**config.mk**
```make
export PLATFORM = sky130hd
export DESIGN_NAME = ram_arbiter
export DESIGN_NICKNAME = d
export VERILOG_FILES = /design/src/rtl/ram_arbiter.sv
export SDC_FILE = /design/constraint.sdc
export NUM_CORES = 1
export LEC_CHECK = 0
export CAP_MARGIN = 25
export CELL_PAD_IN_SITES_DETAIL_PLACEMENT = 2
export CELL_PAD_IN_SITES_GLOBAL_PLACEMENT = 2
export CORE_MARGIN = 2
export CORE_UTILIZATION = 14
export CTS_CLUSTER_SIZE = 30
export DETAILED_ROUTE_END_ITERATION = 12
export PLACE_DENSITY_LB_ADDON = 0.1
export SLEW_MARGIN = 20
export SYNTH_ARGS = -nofsm -noshare
export SYNTH_HDL_FRONTEND = slang
export SYNTH_SLANG_ARGS = --single-unit
```
**constraint.sdc**
```tcl
create_clock -name clock -period 2.7 [get_ports clock]
set_clock_uncertainty 0.15 [all_clocks]
set_input_delay 0.54 -clock clock [delete_from_list [all_inputs] [get_ports clock]]
set_output_delay 0.54 -clock clock [all_outputs]
set_load 0.005 [all_outputs]
```
**src/rtl/ram_arbiter.sv**
```systemverilog
// ram_arbiter: shares one single-port RAM between instruction fetch and load/store.
// Data wins conflicts unless fetch has waited MAX_WAIT cycles; read data returns one cycle after grant.
module ram_arbiter #(
   parameter int ADDR_W   = 32,
   parameter int DATA_W   = 32,
   parameter int MAX_WAIT = 3
) (
   input  logic              clock,
   input  logic              reset,
   input  logic              if_req,
   input  logic [ADDR_W-1:0] if_addr,
   output logic              if_gnt,
   output logic              if_rvalid,
   output logic [DATA_W-1:0] if_rdata,
   input  logic              d_req,
   input  logic              d_we,
   input  logic [ADDR_W-1:0] d_addr,
   input  logic [DATA_W-1:0] d_wdata,
   output logic              d_gnt,
   output logic              d_rvalid,
   output logic [DATA_W-1:0] d_rdata,
   output logic              d_err,
   output logic              ram_write_enable,
   output logic [ADDR_W-1:0] ram_address,
   output logic [DATA_W-1:0] ram_in,
   input  logic [DATA_W-1:0] ram_out
);
   typedef enum logic [1:0] {NONE, IF, D} tag_t;
   tag_t              tag, tag_nxt;
   logic [3:0]        wait_cnt;
   logic [ADDR_W-1:0] addr_q;
   logic              d_align, d_ram, fetch_due;
   always_comb begin
      d_align          = d_req && d_addr[1:0] == 2'b00;
      fetch_due        = wait_cnt == 4'(MAX_WAIT);
      if_gnt           = !reset && if_req && (!d_align || fetch_due);
      d_gnt            = !reset && d_req && !(d_align && if_req && fetch_due);
      d_ram            = d_gnt && d_align;
      ram_write_enable = d_ram && d_we;
      ram_address      = if_gnt ? (if_addr & ~ADDR_W'(3)) : d_ram ? d_addr : addr_q;
      ram_in           = d_ram ? d_wdata : '0;
      tag_nxt          = if_gnt ? IF : (d_ram && !d_we) ? D : NONE;
   end
   // Misaligned data accesses never touch the RAM; they only produce an error pulse.
   always_ff @(posedge clock or posedge reset) begin
      if (reset) begin
         tag      <= NONE;
         wait_cnt <= '0;
         d_err    <= 1'b0;
         addr_q   <= '0;
      end else begin
         tag   <= tag_nxt;
         d_err <= d_gnt && !d_align;
         if (if_gnt) wait_cnt <= '0;
         else if (if_req && !fetch_due) wait_cnt <= wait_cnt + 4'd1;
         if (if_gnt || d_ram) addr_q <= ram_address;
      end
   end
   assign if_rvalid = tag == IF;
   assign d_rvalid  = tag == D;
   assign if_rdata  = ram_out;
   assign d_rdata   = ram_out;
endmodule

```
# ---- After elaboration in Yosys (flattened, before gate mapping)
# Cells that the tools add are included.
dict set report word_totals {
  reg_bits 39
  input_bits 133
}
dict set report classes {
  n_addsub 1
  reduce_logical 21
  eq_ne 3
  muxes 7
}
# operator count
set op_table {}
lappend op_table {{$mux W32} 3}
lappend op_table {{$logic_and A1 B1 Y1} 12}
lappend op_table {{$mux W4} 2}
lappend op_table {{$logic_not A1 Y1} 5}
lappend op_table {{$add A4 B1 Y4 const B} 1}
lappend op_table {{$eq A4 B2 Y1 const B} 1}
lappend op_table {{$mux W2} 2}
lappend op_table {{$eq A2 B1 Y1 const B} 1}
lappend op_table {{$eq A2 B2 Y1 const B} 1}
lappend op_table {{$logic_not A2 Y1} 1}
lappend op_table {{$logic_or A1 B1 Y1} 2}
lappend op_table {{$reduce_bool A2 Y1} 1}

# ---- Longest topological paths before layout
dict set report depth {
  word_depth 10
  mapped_depth 7
  mapped_depth_nobuf 4
}

# ---- Worst setup path after synthesis
# No wires, ideal clock.
dict set report synth_timing {
  kind {input port to output port}
  startpoint {input port reset}
  endpoint {output port ram_address[10]}
  arrival_time_ns 2.198
  t_required_ns 2.010
  slack_ns -0.188
  cell_stages 4
  cell_sequence {inv_1 > o21ai_2 > buf_2 > a221o_1}
}
dict set report synth_between {
  elab_chain_cells 6
}
# item line_no
set synth_lines {}
lappend synth_lines {{start, declared} 9} ;# input logic reset,
lappend synth_lines {{$logic_not A1 Y1 (no source line) (*)} --}
lappend synth_lines {{$logic_and A1 B1 Y1 (2 in series)} 37} ;# d_gnt = !reset && d_req && !(d_align && if_req && fetch_due);
lappend synth_lines {{$logic_and A1 B1 Y1} 38} ;# d_ram = d_gnt && d_align;
lappend synth_lines {{$mux W32} 40} ;# ram_address = if_gnt ? (if_addr & ~ADDR_W'(3)) : d_ram ? d_addr : addr_q;
lappend synth_lines {{$mux W32 (*)} 40}
lappend synth_lines {{end, declared} 24} ;# output logic [ADDR_W-1:0] ram_address,
# Every way passes the cells marked *; elsewhere a longest branch is shown, timed or not.

# ---- Worst setup path in the final report
dict set report layout_timing {
  startpoint {register wait_cnt[1]}
  endpoint {output port ram_address[2]}
}
dict set report layout_between {
  elab_chain_cells 7
}
# item line_no
set layout_lines {}
lappend layout_lines {{start, declared} 30} ;# logic [3:0] wait_cnt;
lappend layout_lines {{start signal, assigned} 55} ;# else if (if_req && !fetch_due) wait_cnt <= wait_cnt + 4'd1;
lappend layout_lines {{$eq A4 B2 Y1 (*)} 35} ;# fetch_due = wait_cnt == 4'(MAX_WAIT);
lappend layout_lines {{$logic_and A1 B1 Y1} 37}
lappend layout_lines {{$logic_not A1 Y1} 37}
lappend layout_lines {{$logic_and A1 B1 Y1} 37}
lappend layout_lines {{$logic_and A1 B1 Y1} 38}
lappend layout_lines {{$mux W32} 40}
lappend layout_lines {{$mux W32 (*)} 40}
# Marks and branches as above.

==> results.sh <==
export IMPL_status="finished with violations"
export IMPL_violations="negative setup slack"
export IMPL_end_kind="output pin"
export IMPL_synth_cells=290
export IMPL_cts_buffers=5
export IMPL_dp_cells=688
export IMPL_clkLatencyLatePin_ns=0.29
export IMPL_sw_frac_of_total=0.284
export IMPL_power_density_nw_per_um2=394
export IMPL_r2r_end="addr_q[13]$_DFFE_PP0P_"
export IMPL_grt_max_degree=40
export IMPL_drtIter0Drc=65
export IMPL_post_drt_wl_per_cell_um=18.9
export IMPL_worst_path_most_repeated_cell="buf_12"
export IMPL_grt_pass1_wl_mm=21.2
export IMPL_r2r_start="wait_cnt[1]$_DFFE_PP0P_"
export IMPL_finalWorstSetupSlack_ns=-0.108
export IMPL_grt_usage=0.127
export IMPL_final_hold_violation_count=0
export IMPL_cp_top_family="buffers and inverters"
export IMPL_io_buffer_count=168
export IMPL_worstMarginPinSlew_ns=0.592
export IMPL_cp_data_required_time_ns=2.01
export IMPL_synth_cell_types=31
export IMPL_fp_dieH_um=148
export IMPL_coreArea_um2=20300
export IMPL_holdWs_ns=0.335
export IMPL_ys_top_cells_by_area="dfrtp_1, a221o_1, buf_4"
export IMPL_crit_cells=8
export IMPL_regToRegSetupSlack_ns=0.42
export IMPL_ir_drop_uv=191
export IMPL_period_share=1.04
export IMPL_clock_fmax_ghz=0.356
export IMPL_path_buf_inv=4
export IMPL_post_route_min_period_ns=2.81
export IMPL_hp_start="addr_q[1]$_DFFE_PP0P_"
export IMPL_slew_headroom=0.605
export IMPL_cts_sinks=39
export IMPL_synthesis_nets=424
export IMPL_h_tree_depth=2
export IMPL_avgSynthCellArea_um2=10.0
export IMPL_drt_wl_total_mm=13.9
export IMPL_pwr_share_seq=0.346
export IMPL_final_layout_size_suffix_gt1_frac=0.335
export IMPL_gr_total_overflow=0
export IMPL_p_leak_nw=2.61
export IMPL_final_nets=598
export IMPL_cts_tree="done"
export IMPL_synth_seq_area_share=0.336
export IMPL_syn2layout_area_growth_pct=84.1
export IMPL_critPathMaxStageDelay_ns=0.41
export IMPL_drv_cap=0
export IMPL_crit_arrival_ns=2.12
export IMPL_combPwrFrac=0.379
export IMPL_gp_congestion=0.677
export IMPL_clockBufferDepth=2
export IMPL_worstSetupStartpoint="wait_cnt[1]$_DFFE_PP0P_"
export IMPL_rsz0062_at_grt="true"
export IMPL_grt_pass1_vias=3530
export IMPL_netlist_area_um2=2900
export IMPL_finalMaxSlewViolations=0
export IMPL_rr_worst_depth=11
export IMPL_power_total_mw=2.11
export IMPL_drc=0
export IMPL_synth_top_area_frac=0.336
export IMPL_ys_warn_count=0
export IMPL_cts_root_buf="clkbuf_16"
export IMPL_io_pins=267
export IMPL_p_clk_frac=0.274
export IMPL_switchingPower_mw=0.598
export IMPL_hold_class="register to register"
export IMPL_die_x_um=148
export IMPL_cpMaxStageDelayCell="or3b_4"
export IMPL_ys_ff_latch=39
export IMPL_antenna_found_initial=0
export IMPL_first_pass_iters=4
export IMPL_antennaDiodeCount=0
export IMPL_endpoint="ram_address[2]"
export IMPL_post_drt_via_cell_ratio=4.15
export IMPL_via_count=3040
export IMPL_clkSlewWorstSetupHoldPaths_ns=0.06
export IMPL_initial_core_util=0.143
export IMPL_setup_violations=15
export IMPL_dpl_hpwl_mm=8.65
export IMPL_p_int_mw=1.51
export IMPL_path_cells="ha_2 -> or3b_4 -> a21oi_4 -> buf_12 -> buf_12 -> buf_12 -> a221o_1 -> buf_2"
export IMPL_worst_path_max_fanout=7
export IMPL_fp_row_count=52
export IMPL_design_die_area_um2=21900
export IMPL_ant_nets=0
export IMPL_cp_start_kind="register"
export IMPL_critPathKind="register to output pin"
export IMPL_instances_no_fill=733
export IMPL_synth_top_area_cell="dfrtp_1"
## logic make-up after synthesis
| kind of cell | share of synthesized area |
|---|---|
| mux | 0.00690 |
| simple gates | 0.193 |
| buf+inv | 0.228 |
| fa+ha+maj | 0.00431 |
| compound gates | 0.231 |
| flops | 0.336 |
## layout make-up
cell class,instances,area [um^2]
well taps,270,338
flip-flops and latches,39,976
repair buffers,257,2490
multi-input cells,156,1380
clock buffers,6,129
fillers,2263,15000
inverters,5,22.5
## metrics by stage
stage | util | area, um^2 | setup TNS, ns | worst slack [ns]
after floorplan | - | 2900 | 0 | 0.173
after global placement | 0.234 | 4740 | -28.77 | -0.590
after detailed placement | 0.234 | 4740 | -29.52 | -0.591
after CTS | 0.270 | 5480 | -3.85 | -0.198
after global routing | 0.263 | 5340 | -3.24 | -0.195
final | 0.263 | 5340 | -0.934 | -0.108
## layout by cell type, fill, tap and decap left out, types with 5 or more instances in the layout
master           Yosys  layout
clkdlybuf4s50_1      0      96
a221o_1             60      60
buf_4               65      56
and3_1              63      45
dfrtp_1             39      39
dlygate4sd2_1        0      32
buf_2               10      27
and3_4               0      18
buf_6                6      12
buf_12               0       8
clkbuf_2             3       6
clkdlybuf4s15_1      0       6
buf_8                0       6
clkbuf_16            0       5
## power by group through the flow
| stage | clock network [mW] | logic (mW) | registers (mW) |
|---|---|---|---|
| finish | 0.578 | 0.798 | 0.729 |
| global route | 0.644 | 0.875 | 0.741 |
| CTS | 0.618 | 0.846 | 0.728 |
| detailed placement | 0 | 0.752 | 0.736 |
| global placement | 0 | 0.743 | 0.734 |
| floorplan | 0 | 0.362 | 0.730 |
## routing by layer
metal | GRT usage | vias to the layer above | part of all wire
li1 | - | 1406 | -
met1 | 0.148 | 1507 | 0.40
met2 | 0.230 | 107 | 0.52
met3 | 0.0386 | 20 | 0.068
met4 | 0.0290 | 0 | 0.011
met5 | 0 | - | 0
## cell usage after synthesis
cell and count:
or3b_4 1, clkbuf_2 3, o21ai_0 1, nor2b_1 2, a21oi_4 1, nor3b_1 1, nand2_1 2, o211ai_1 1
nor2_1 3, a31oi_1 1, o21ai_2 1, nor4b_4 1, ha_1 1, inv_1 5, nand2b_1 1, a221o_1 60
buf_4 65, and2b_1 2, mux2i_1 2, dfrtp_1 39, and2_1 4, o22ai_1 3, and3_1 63, nor3b_4 1
buf_2 10, a21boi_0 1, buf_6 6, clkbuf_1 6, nand4bb_1 1, nand3_1 1, and4b_1 1
## state kept, by name, indices dropped and copies added (netlist names)
register,cells
wait_cnt,4
d_err,1
addr_q,32
tag,2
## worst min-delay path by stage
stage	end	cells after the start
floorplan	addr_q[0]$_DFFE_PP0P_	1
global placement	addr_q[1]$_DFFE_PP0P_	1
detailed placement	addr_q[1]$_DFFE_PP0P_	1
CTS	addr_q[1]$_DFFE_PP0P_	1
global route	addr_q[1]$_DFFE_PP0P_	1
finish	addr_q[1]$_DFFE_PP0P_	1
## repair_timing
item / CTS / global route
setup endpoints to repair: 67 / 63
pin swaps: 8 / 22
setup buffers: 31 / 7
hold buffers: 0 / 0
resized for setup: 199 / 33
cloned: 10 / 0
Power figures use the tool's default switching activity.
